`src/rtl/uart_rx.sv`:
```
// 8N1 UART receiver, 16x oversampled, for the MMIO trace/debug path.
// Baud = clk / ((div_i+1)*16); rx_i is synchronised before any decision is made.
module uart_rx (
    input  logic        clk_i,
    input  logic        rst_ni,
    input  logic [10:0] div_i,
    input  logic        rx_i,
    output logic [7:0]  data_o,
    output logic        rx_done_o,
    output logic        frame_err_o,
    output logic        busy_o
);

    localparam int unsigned DIV_W  = 11;
    localparam int unsigned DATA_W = 8;
    localparam int unsigned SCNT_W = 4;
    localparam int unsigned BCNT_W = 3;

    localparam logic [SCNT_W-1:0] MID_START = SCNT_W'(7);
    localparam logic [SCNT_W-1:0] MID_BIT   = SCNT_W'(15);
    localparam logic [BCNT_W-1:0] LAST_BIT  = BCNT_W'(7);

    typedef enum logic [1:0] {
        IDLE  = 2'b00,
        START = 2'b01,
        DATA  = 2'b10,
        STOP  = 2'b11
    } state_t;

    state_t              state;
    logic                rx_meta;
    logic                rx_s;
    logic [DIV_W-1:0]    sample_div;
    logic [SCNT_W-1:0]   sample_cnt;
    logic [BCNT_W-1:0]   bit_cnt;
    logic [DATA_W-1:0]   shift;
    logic                tick;

    // Two-flop synchroniser; idles high so reset never looks like a start bit.
    always_ff @(posedge clk_i or negedge rst_ni) begin
        if (!rst_ni) begin
            rx_meta <= 1'b1;
            rx_s    <= 1'b1;
        end else begin
            rx_meta <= rx_i;
            rx_s    <= rx_meta;
        end
    end

    assign tick = (state != IDLE) && (sample_div == div_i);

    // Frame FSM with divider, counters, shift register and registered outputs.
    always_ff @(posedge clk_i or negedge rst_ni) begin
        if (!rst_ni) begin
            state       <= IDLE;
            sample_div  <= '0;
            sample_cnt  <= '0;
            bit_cnt     <= '0;
            shift       <= '0;
            data_o      <= '0;
            rx_done_o   <= 1'b0;
            frame_err_o <= 1'b0;
            busy_o      <= 1'b0;
        end else begin
            rx_done_o   <= 1'b0;
            frame_err_o <= 1'b0;

            if (state == IDLE || tick) begin
                sample_div <= '0;
            end else begin
                sample_div <= sample_div + DIV_W'(1);
            end

            case (state)
                IDLE: begin
                    if (!rx_s) begin
                        state      <= START;
                        sample_cnt <= '0;
                        busy_o     <= 1'b1;
                    end
                end
                START: begin
                    if (tick) begin
                        if (sample_cnt == MID_START) begin
                            if (!rx_s) begin
                                state      <= DATA;
                                sample_cnt <= '0;
                                bit_cnt    <= '0;
                            end else begin
                                state  <= IDLE;
                                busy_o <= 1'b0;
                            end
                        end else begin
                            sample_cnt <= sample_cnt + SCNT_W'(1);
                        end
                    end
                end
                DATA: begin
                    if (tick) begin
                        if (sample_cnt == MID_BIT) begin
                            shift      <= {rx_s, shift[DATA_W-1:1]};
                            sample_cnt <= '0;
                            if (bit_cnt == LAST_BIT) begin
                                state <= STOP;
                            end else begin
                                bit_cnt <= bit_cnt + BCNT_W'(1);
                            end
                        end else begin
                            sample_cnt <= sample_cnt + SCNT_W'(1);
                        end
                    end
                end
                STOP: begin
                    // Leave at mid-stop so a back-to-back start edge is not missed.
                    if (tick) begin
                        if (sample_cnt == MID_BIT) begin
                            if (rx_s) begin
                                data_o    <= shift;
                                rx_done_o <= 1'b1;
                            end else begin
                                frame_err_o <= 1'b1;
                            end
                            state  <= IDLE;
                            busy_o <= 1'b0;
                        end else begin
                            sample_cnt <= sample_cnt + SCNT_W'(1);
                        end
                    end
                end
                default: begin
                    state  <= IDLE;
                    busy_o <= 1'b0;
                end
            endcase
        end
    end

endmodule

```
`config.mk`:
```
export PLATFORM = sky130hd
export DESIGN_NAME = uart_rx
export DESIGN_NICKNAME = d
export VERILOG_FILES = /design/src/rtl/uart_rx.sv
export SDC_FILE = /design/constraint.sdc
export NUM_CORES = 1
export LEC_CHECK = 0
export BUFFER_PORTS_ARGS = -buffer_cell sky130_fd_sc_hd__clkbuf_2
export CELL_PAD_IN_SITES_DETAIL_PLACEMENT = 0
export CELL_PAD_IN_SITES_GLOBAL_PLACEMENT = 1
export CORE_MARGIN = 8
export CORE_UTILIZATION = 45
export DETAILED_ROUTE_END_ITERATION = 10
export GPL_TIMING_DRIVEN = 0
export PLACE_DENSITY_LB_ADDON = 0.15
export SYNTH_ARGS = -nofsm -noshare
export SYNTH_HDL_FRONTEND = slang
export SYNTH_SLANG_ARGS = --single-unit
```
`constraint.sdc`:
```
create_clock -name clk_i -period 2.4 [get_ports clk_i]
set_input_delay 0.12 -clock clk_i [delete_from_list [all_inputs] [get_ports clk_i]]
set_output_delay 0.12 -clock clk_i [all_outputs]
set_load 0.01 [all_outputs]
```
After elaboration in Yosys (flattened, before gate mapping) --
Index checks and enable logic that the tools add are counted.
Word-level totals: register bits 41, output and inout bits 11
Operators by class: $add $sub $neg 3, equality and inequality tests 19, mux-type cells 41, reduce and logical (&&, ||, !) cells 12
Operators by type and width (count):
- $mux W4 | 7
- $ne A2 B2 Y1 const B | 12
- $mux W2 | 9
- $mux W3 | 6
- $pmux W4 S4 | 1
- $mux W1 | 14
- $reduce_and A7 Y1 | 2
- $add A11 B1 Y11 const B | 1
- $eq A11 B11 Y1 | 1
- $mux W11 | 1
- $pmux W2 S4 | 1
- $reduce_and A4 Y1 | 2
- $reduce_and A8 Y1 | 1
- $pmux W3 S2 | 1
- $add A4 B1 Y4 const B | 1
- $eq A2 B2 Y1 const B | 2
- $eq A4 B3 Y1 const B | 1
- $eq A4 B4 Y1 const B | 1
- $reduce_bool A2 Y1 | 2
- $add A3 B1 Y3 const B | 1
- $eq A3 B3 Y1 const B | 1
- $pmux W1 S3 | 1
- $reduce_and A3 Y1 | 1
- $reduce_bool A3 Y1 | 1
- 4 further kinds | 4

Longest topological paths before layout --
depth after elaboration 5, depth in mapped cells 8

Least setup slack after synthesis --
No wires, ideal clock.
kind reg-to-reg, from register state[0], to register bit_cnt[2], library setup time 0.122 ns, data arrival time 2.084 ns, required time 2.278 ns, slack 0.195 ns, stages on the path, launching flop included 8, path buffers 1, clock period less this slack 2.205 ns, path through dfrtp_1 > inv_1 > ha_1 > or4_4 > buf_6 > or2_1 > a211o_1 > a32o_1
On the way: longest elaborated chain between the ends 4, elaborated cells on any way between the ends 13, classes of those cells eq/ne (8); mux (1); reduce/logical (4)
Ends and longest elaborated chain:
- start, declared | RTL line 30 | state_t state;
- start signal, assigned | RTL line 55 | state <= IDLE;
- start signal, assigned | RTL line 77 | state <= START;
- start signal, assigned | RTL line 86 | state <= DATA;
- $reduce_bool A2 Y1 | RTL line 50 | assign tick = (state != IDLE) && (sample_div == div_i);
- $logic_and A1 B1 Y1 | RTL line 50
- $ne A2 B2 Y1 (no source line)
- $reduce_and A7 Y1 (no source line)
- end signal, assigned | RTL line 106 | bit_cnt <= bit_cnt + BCNT_W'(1);
- end, declared | RTL line 35 | logic [BCNT_W-1:0] bit_cnt;
Parallel ways exist; a longest one is shown, timed or not. A chain may end at the register's enable or synchronous reset.

Final worst setup path --
from register sample_div[0], to register bit_cnt[1]
On the way: longest elaborated chain between the ends 4, elaborated cells on any way between the ends 5, classes of those cells eq/ne (3); reduce/logical (2)
Ends and longest elaborated chain:
- start, declared | RTL line 33 | logic [DIV_W-1:0] sample_div;
- start signal, assigned | RTL line 71 | sample_div <= sample_div + DIV_W'(1);
- $eq A11 B11 Y1 * | RTL line 50
- $logic_and A1 B1 Y1 * | RTL line 50
- $ne A2 B2 Y1 (no source line)
- $reduce_and A7 Y1 (no source line) *
Every way passes the cells marked *; elsewhere a longest branch is shown, timed or not.

==> flow_summary.ini <==
[power]
pwr-share-clk_pct = 31.4
peakVddDrop_mv = 0.425
switching_power_uw = 434
seqPwrFrac_pct = 53.2
p_int_uw = 1150
cellLeakagePower_uw = 0.00114
switching_share_pct = 27.5
p_comb_share_pct = 15.4
powerDensity_mw_per_mm2 = 665

[drt]
wl_um = 3900
vias = 1475
route.detailed.drc = 0
ant_nets = 0
viasPerCell = 5.42
drt_iter0_drc = 66
routedWlPerCell_um = 14.3
drt_pass1_iterations = 4

[sta]
hold_ws_ns = -0.0120
skew_ns = 0.00944
setup_viol = 0
drv_slew = 0
period_needed_ns = 2.33
fin_crit_sh_pct = 97.0
rsz0062_at_grt = false
setup_ws_ns = 0.0708
maxSlewHeadroom_pct = 33.7
worst_pin_slew_ns = 0.995
fmax_mhz = 429
hold_viol = 14
tns_ns = 0

[critical_path]
critical_path.top_delay_family = simple AND/OR/NAND/NOR gates
slowest_delay_ns = 0.52
cp.required_ns = 2.58
critPathArrivalTime_ns = 2.51
startpoint_type = flip-flop
critPathKind = flip-flop to flip-flop
cp_num_buf_inv = 1
path_cells = xnor2_1 > nand3_1 > or4_4 > buf_6 > or2_1 > a211o_1 > a32o_1
worst_path_max_delay_cell = or4_4
crit_path_end_kind = flip-flop
worst-path-max-fanout = 8

[floorplan]
fp.dieW_um = 83.4
coreArea_sq_mm = 0.00435
io_pins = 25
initial_core_util_pct = 46.9
die_area_sq_mm = 0.00695
die_y_um = 83.4
rows = 24

[placement]
io_buffers = 24
pre_cts_ws_ns = 0.0343
place_congestion = 0.794
dpl.hpwl_um = 2860

[logic_synthesis]
synth_top_area_share_pct = 47.8
ys_top_cells_by_area = dfrtp_1, mux2_2, ha_1
synth_nets = 208
ys_types = 37
synth-seq-cells = 41
synth_top_cell_by_area = dfrtp_1
synth_edf_count = 0
async_flop_share_pct = 100
synth.yosys.seq_area_share_pct = 50.3
ys_warn_count = 0
syn_area_sq_mm = 0.00204
netlist_instances = 185
synth_flop_cell = dfrtp_1
syn_area_per_cell_sq_um = 11.0

[clocking]
clk_pin_slew_ns = 0.08
htree_levels = 2
cts_tree = yes
numCtsBuffers = 5
cts_sinks = 41
root_buffer = clkbuf_8
cts.path.max_buffers = 2
clk_latency_ns = 0.29

[cells_and_area]
drive_above_1_share_pct = 29.1
utilization_pct = 54.7
area_delta_synth_final_pct = 16.5
nNetsFinal = 242
diodes = 0

[grt]
grt_pass1_wl_um = 6870
antenna_found_initial = 0
grt_pass1_vias = 1553
grt_overflow = 0
grt_usage_pct = 11.6
grt_max_degree = 42

[hold_path]
timing.hold.worst.class = primary input to async pin

[run_status]
violations = negative hold slack
status = complete, but fails checks

[run]
drv_cap = 0
[cells in the mapped netlist (all sizes together) (3+ instances only)]
library cell	n
dfrtp	39
nor2	18
mux2	17
nand3	12
xnor2	12
o21ai	11
ha	9
inv	9
a21oi	7
nand2	7
xor2	6
clkbuf	3
nand4	3
[per-layer routing]
metal | wire length (um) | track usage (%) | up-vias
met1 | 1770 | 14.0 | 734
met4 | 34 | 4.15 | 0
li1 | - | - | 717
met2 | 1990 | 19.4 | 20
met3 | 108 | 2.73 | 4
met5 | 0 | 0 | -
[registers in the layout, indices dropped and copies added (netlist names), 3 cells and up, named ones only]
signal and cells:
sample_div 11, sample_cnt 4, shift 8, data_o 8, bit_cnt 3
[cells by family after synthesis]
family                     synth area share [%]
and+or+nand+nor                            13.0
DFF                                        50.3
AOI/OAI and AO/OA                          11.3
xor gates and xnor gates                   7.72
adders and majority gates                  5.51
muxes                                      9.37
buffers and inverters                      2.76
[power by group through the flow]
| stage | Sequential (uW) | Clock (uW) | Combinational (uW) |
|---|---|---|---|
| 2_1_floorplan | 832 | 0 | 187 |
| 3_3_place_gp | 847 | 0 | 236 |
| 3_5_place_dp | 853 | 0 | 245 |
| 4_1_cts | 840 | 517 | 248 |
| 5_1_grt | 853 | 537 | 278 |
| 6_report | 841 | 497 | 244 |
[worst paths after layout]
check                      depth (start not counted)  slack [ns]               startpoint                       end
max                                                7        0.07  sample_div[0]$_DFF_PN0_    bit_cnt[1]$_DFFE_PN0P_
min in group clk_i                                 5        0.31                 div_i[0]  sample_div[10]$_DFF_PN0_
max in group asynchronous                          1        1.75                   rst_ni   sample_div[2]$_DFF_PN0_
min reg2reg                                        0        0.36        rx_meta$_DFF_PN1_            rx_s$_DFF_PN1_
min                                                1       -0.01                   rst_ni     frame_err_o$_DFF_PN0_
max reg2reg                                        7        0.07  sample_div[0]$_DFF_PN0_    bit_cnt[1]$_DFFE_PN0P_
[final cells by class]
type	count	area [sq um]
flip-flops and latches	41	1030
multi-input cells	131	980
clock inverters	1	8.76
fillers	377	1970
clock buffers	7	96.3
well taps	52	65.1
plain buffers	4	22.5
repair buffers	27	145
inverters	9	33.8
[layout by cell type, fill, tap and decap left out, types with 2 or more instances in the layout]
cell type and instances:
dfrtp_1 38, clkbuf_2 24, nor2_1 17, mux2_2 17, xnor2_1 12, nand3_1 11
o21ai_0 10, inv_1 9, ha_1 8, clkbuf_8 7, nand2_1 6, a21oi_1 6
xor2_1 6, nand4_1 3, clkbuf_1 3, and3_1 2, or3_1 2, nor4_1 2
a211o_1 2, a32o_1 2, a21o_1 2, o211ai_1 2, nand2b_1 2, buf_4 2
dfstp_2 2
[through the flow]
step | area [sq um] | instances | power (uW) | hold WS, ns
3_5_place_dp | 2230 | 261 | 1100 | 0.211
4_1_cts | 2340 | 270 | 1610 | 0.0228
5_1_grt | 2380 | 272 | 1670 | 0.0869
6_report | 2380 | 272 | 1580 | -0.0120
2_1_floorplan | 2040 | 185 | 1020 | -0.176
3_3_place_gp | 2230 | 261 | 1080 | 0.209
[what timing repair did]
action / CTS / global route
gates resized for setup: 0 / 7
endpoints found under the hold margin: 1 / 0
endpoints found under the setup margin: 0 / 21
setup buffers: 0 / 2
hold buffers: 1 / 0
Note: power is estimated with default switching activity, not from simulation.
